### config.mk
export PLATFORM = sky130hd
export DESIGN_NAME = neuron_mac_sequencer
export DESIGN_NICKNAME = d
export VERILOG_FILES = /design/src/rtl/nn_pkg.sv /design/src/rtl/mac_unit.sv /design/src/rtl/neuron_mac_sequencer.sv
export SDC_FILE = /design/constraint.sdc
export NUM_CORES = 1
export LEC_CHECK = 0
export ABC_AREA = 0
export BUFFER_PORTS_ARGS = -buffer_cell sky130_fd_sc_hd__buf_2
export CAP_MARGIN = 10
export CORE_MARGIN = 8
export CORE_UTILIZATION = 50
export CTS_CLUSTER_DIAMETER = 200
export CTS_CLUSTER_SIZE = 40
export DETAILED_ROUTE_END_ITERATION = 10
export GPL_TIMING_DRIVEN = 0
export PLACE_DENSITY_LB_ADDON = 0.08
export RECOVER_POWER = 50
export REMOVE_ABC_BUFFERS = 1
export SYNTH_ARGS = -nofsm -noshare
export SYNTH_HDL_FRONTEND = slang
export SYNTH_SLANG_ARGS = --single-unit
### constraint.sdc
create_clock -name clk_i -period 7.1 [get_ports clk_i]
set_clock_uncertainty 0.1 [all_clocks]
set_input_delay 1.42 -clock clk_i [delete_from_list [all_inputs] [get_ports clk_i]]
set_output_delay 1.42 -clock clk_i [all_outputs]
set_load 0.05 [all_outputs]
### src/rtl/nn_pkg.sv
// nn_pkg: shared sizing constants and types for the neuron datapath.
package nn_pkg;
  localparam int N_INPUTS = 784;
  localparam int ADDR_W = 10;
  localparam int W_W = 8;
  localparam int PIX_W = 8;
  localparam int ACC_W = 32;
  typedef enum logic [1:0] {IDLE, RUN, DRAIN, DONE} seq_state_t;
  typedef logic signed [W_W-1:0] weight_t;
  typedef logic [PIX_W-1:0] pixel_t;
  typedef logic signed [ACC_W-1:0] acc_t;
endpackage

### src/rtl/mac_unit.sv
// mac_unit: signed weight times unsigned pixel, accumulated with wrap-around.
module mac_unit
  import nn_pkg::*;
(
  input  logic    clk_i,
  input  logic    rst_i,
  input  logic    clr_i,
  input  logic    en_i,
  input  weight_t a_i,
  input  pixel_t  b_i,
  output acc_t    acc_o
);
  acc_t prod;
  // pixel gets a zero sign bit so it multiplies as a non-negative value
  always_comb prod = acc_t'(a_i) * acc_t'($signed({1'b0, b_i}));
  always_ff @(posedge clk_i)
    if (rst_i || clr_i) acc_o <= '0;
    else if (en_i) acc_o <= acc_o + prod;
endmodule

### src/rtl/neuron_mac_sequencer.sv
// neuron_mac_sequencer: streams pixels against the weight ROM and hands off one dot product.
module neuron_mac_sequencer
  import nn_pkg::*;
(
  input  logic              clk_i,
  input  logic              rst_i,
  input  logic              start_i,
  output logic              busy_o,
  input  logic              pixel_valid_i,
  input  logic [PIX_W-1:0]  pixel_i,
  output logic              pixel_ready_o,
  output logic [ADDR_W-1:0] rom_addr_o,
  input  logic [W_W-1:0]    weight_i,
  output logic              sum_valid_o,
  output logic [ACC_W-1:0]  sum_o,
  input  logic              sum_ready_i
);
  seq_state_t state;
  logic [ADDR_W-1:0] idx;
  pixel_t pix_q;
  logic pipe_v, accept, last;
  acc_t acc;
  assign pixel_ready_o = state == RUN;
  assign busy_o = state != IDLE;
  assign accept = pixel_valid_i & pixel_ready_o;
  assign last = idx == ADDR_W'(N_INPUTS - 1);
  // the ROM samples this address on the accept edge, so weight and pix_q line up a cycle later
  assign rom_addr_o = idx;
  mac_unit u_mac (
    .clk_i(clk_i),
    .rst_i(rst_i),
    .clr_i(state == IDLE && start_i),
    .en_i(pipe_v),
    .a_i(weight_t'(weight_i)),
    .b_i(pix_q),
    .acc_o(acc)
  );
  always_ff @(posedge clk_i)
    if (rst_i) begin
      state <= IDLE;
      idx <= '0;
      pix_q <= '0;
      pipe_v <= 1'b0;
      sum_valid_o <= 1'b0;
      sum_o <= '0;
    end else begin
      pipe_v <= accept;
      if (accept) begin
        pix_q <= pixel_i;
        idx <= last ? '0 : idx + 1'b1;
      end
      unique case (state)
        IDLE: if (start_i) begin
          state <= RUN;
          idx <= '0;
        end
        RUN: if (accept && last) state <= DRAIN;
        DRAIN: state <= DONE;
        DONE: if (!sum_valid_o) begin
          sum_o <= acc;
          sum_valid_o <= 1'b1;
        end else if (sum_ready_i) begin
          state <= IDLE;
          sum_valid_o <= 1'b0;
        end
        default: state <= IDLE;
      endcase
    end
endmodule

==> metrics.yaml <==
dp.cells: 1064
dp_slack_ns: -0.975
seqPwrFrac_pct: 25.2
cts_tree: "built"
worst_slack_ns: 0.000466
syn_area_mm2: 0.00703
via_per_inst: 5.50
row_count: 43
htreeDepth: 3
port_buffers: 65
grt_overflow_total: 0
swShare_pct: 41.5
status: "finished clean"
min_period_ns: 7.10
max_freq_mhz: 141
synth_top_cell_by_area: "dfxtp_1"
synth_edf_count: 0
syn_inst: 845
grt_setup_unrepaired: "yes"
dp_hpwl_mm: 12.0
die_width_um: 135
arrival_ns: 7.27
max_slew_margin_pct: 27.7
place_area_mm2: 0.00751
required_ns: 7.27
synthAdderAreaFrac_pct: 25.4
wirelength_mm: 16.8
io_pins: 66
cp-end-kind: "register"
p_switching_mw: 0.925
peakVddDrop_mv: 0.218
clkPwrFrac_pct: 21.9
nets: 1072
first_iter_violations: 273
cts_sinks: 86
postRouteAntennaNets: 0
syn_avg_cell_area_um2: 8.32
die_y_um: 135
antenna_found_initial: 0
design_area_mm2: 0.00860
synth_cell_types: 63
vias: 6139
synthTopCellsByArea: "dfxtp_1 24%, ha_1 15%, fa_1 11%"
core_area_mm2: 0.0138
final_layout_size_suffix_gt1_share_pct: 21.2
ys.flop_type: "dfxtp_1"
ys_seq_area_share_pct: 24.5
combPwrFrac_pct: 52.9
synthSimpleGateAreaFrac_pct: 20.4
async_reset_ff_share_pct: 0
holdWs_ns: 0.352
synth_compound_area_share_pct: 16.9
muxShareOfSynthArea_pct: 2.85
initial_core_util_pct: 50.9
slew_violations: 0
synth_top_family_by_area: "adder cells"
cts_buffers: 9
cts_buffer_depth: 2
hp-class: "register to register"
tightest_slew_ns: 1.08
finalHoldViolCount: 0
synth_top_area_share_pct: 24.5
ys_ff_latch: 86
drc: 0
fin_cells: 1116
grt_pass1_wl_mm: 28.1
final.period_utilization_pct: 100
place_congestion: 0.881
diodes: 0
drt_pass1_iterations: 4
clkTransAtPathRegs_ns: 0.07
max_cap_violations: 0
setup_violations: 0
critPathLaunchType: "input pin"
yosysWarnings: 0
intPower_mw: 1.30
fin_tns_setup_ns: 0
critPathKind: "input pin to register"
grt_pass1_vias: 6236
syn_to_final_growth_pct: 22.3
die-area_mm2: 0.0181
synth-xor-area-share_pct: 4.73
worstSkewPairLatency_ns: 0.35
grt_max_degree: 47
total_leakage_power_nw: 3.78
worstPathMaxFanout: 6
cts_hold_buf: 0
grt_usage_pct: 18.6
power_density_mw_per_mm2: 259
routedWlPerCell_um: 15.1
cts_root_buffer: "clkbuf_16"
[per-layer routing]
| metal | up-vias | wire [um] | track usage, % |
|---|---|---|---|
| met5 | - | 0 | 0 |
| met4 | 0 | 336 | 5.80 |
| met3 | 27 | 563 | 3.71 |
| met2 | 114 | 8530 | 32.8 |
| met1 | 2944 | 7380 | 22.3 |
| li1 | 3054 | - | - |
[Yosys cell counts, types with 10 or more instances]
master and number:
dfxtp_1 86, o21ai_0 18, nand3_1 21, a21oi_1 82, fa_1 38, ha_1 82
clkbuf_1 24, nand2_1 127, nand2b_1 10, mux2i_1 20, xor2_1 13, a21o_1 14
xnor2_1 25, nor2_1 55, inv_1 72, and2_1 45
[placed cells by master (no fill, tap or decap), types with 14 or more instances in the layout]
master | netlist | routed
nand2_1 | 127 | 120
inv_2 | 0 | 14
a21o_1 | 14 | 14
clkbuf_1 | 24 | 22
and2_1 | 45 | 36
o21ai_0 | 18 | 14
dfxtp_1 | 86 | 85
xnor2_1 | 25 | 24
buf_4 | 0 | 30
inv_1 | 72 | 57
mux2i_1 | 20 | 20
nand3_1 | 21 | 20
ha_1 | 82 | 69
nor2_1 | 55 | 50
buf_2 | 0 | 36
a21oi_1 | 82 | 72
fa_1 | 38 | 33
[cell type report]
type	instances	area, um2
clock buffer	11	243
clock inverter	5	56.3
fill	1237	5230
inverter	72	278
multi-input combinational	660	5360
sequential	86	1720
tap	180	225
timing repair buffer	102	711
[worst max-delay path, stage by stage]
cell	delay, ns
buf_8	0.11
and2_4	0.16
ha_4	0.26
inv_2	0.03
fa_1	0.52
inv_2	0.05
ha_4	0.25
inv_2	0.03
fa_1	0.52
inv_2	0.05
ha_4	0.16
fa_2	0.41
a211oi_4	0.26
o21ai_2	0.12
a2111oi_4	0.35
nor2_2	0.12
a21oi_2	0.19
xnor2_2	0.15
ha_4	0.25
buf_6	0.12
and3_4	0.18
a211oi_4	0.28
a211oi_2	0.12
o2111a_1	0.29
o31a_1	0.32
or4_4	0.42
a21oi_2	0.14
[power by group through the flow]
stage	Sequential [mW]	Clock (mW)	Combinational, mW
4_1_cts	0.558	0.499	1.08
3_3_place_gp	0.564	0	0.931
2_1_floorplan	0.561	0	0.746
5_1_grt	0.565	0.521	1.31
3_5_place_dp	0.567	0	0.961
6_report	0.560	0.489	1.18
[state kept, by name, indices dropped and copies added (netlist names)]
| signal | flops |
|---|---|
| pipe_v | 1 |
| sum_o | 32 |
| u_mac.acc_o | 32 |
| rom_addr_o | 10 |
| state | 2 |
| pix_q | 8 |
| sum_valid_o | 1 |
[kinds of logic (layout without fill, tap and decap cells)]
| kind of cell | after synthesis | after routing |
|---|---|---|
| flip-flops | 86 | 86 |
| AO/OA/AOI/OAI | 180 | 180 |
| XOR/XNOR | 38 | 38 |
| multiplexers | 20 | 20 |
| buffers and inverters | 99 | 190 |
| AND/OR/NAND/NOR | 302 | 302 |
| adder cells (fa/ha/maj) | 120 | 120 |
[final timing paths]
kind	startpoint	endpoint	slack, ns	cells past startpoint
worst min register to register	sum_o[5]$_SDFFE_PP0P_	sum_o[5]$_SDFFE_PP0P_	0.35	2
worst max-delay path	weight_i[0]	u_mac.acc_o[31]$_SDFFE_PP0P_	0.0005	27
worst min-delay path	sum_o[5]$_SDFFE_PP0P_	sum_o[5]$_SDFFE_PP0P_	0.35	2
worst max register to register	pix_q[3]$_SDFFE_PP0P_	u_mac.acc_o[31]$_SDFFE_PP0P_	0.65	23
[metrics by stage]
| stage | total power, mW | utilization [%] |
|---|---|---|
| 3_3_place_gp | 1.49 | 54.1 |
| 6_report | 2.23 | 62.2 |
| 3_5_place_dp | 1.53 | 54.3 |
| 2_1_floorplan | 1.31 | - |
| 5_1_grt | 2.40 | 62.2 |
| 4_1_cts | 2.14 | 59.9 |
[timing repair]
item,CTS,global route
endpoints found under the setup margin,12,10
pin swaps,46,48
setup buffers,22,12
gates resized for setup,70,65
Power figures use the tool's default switching activity.
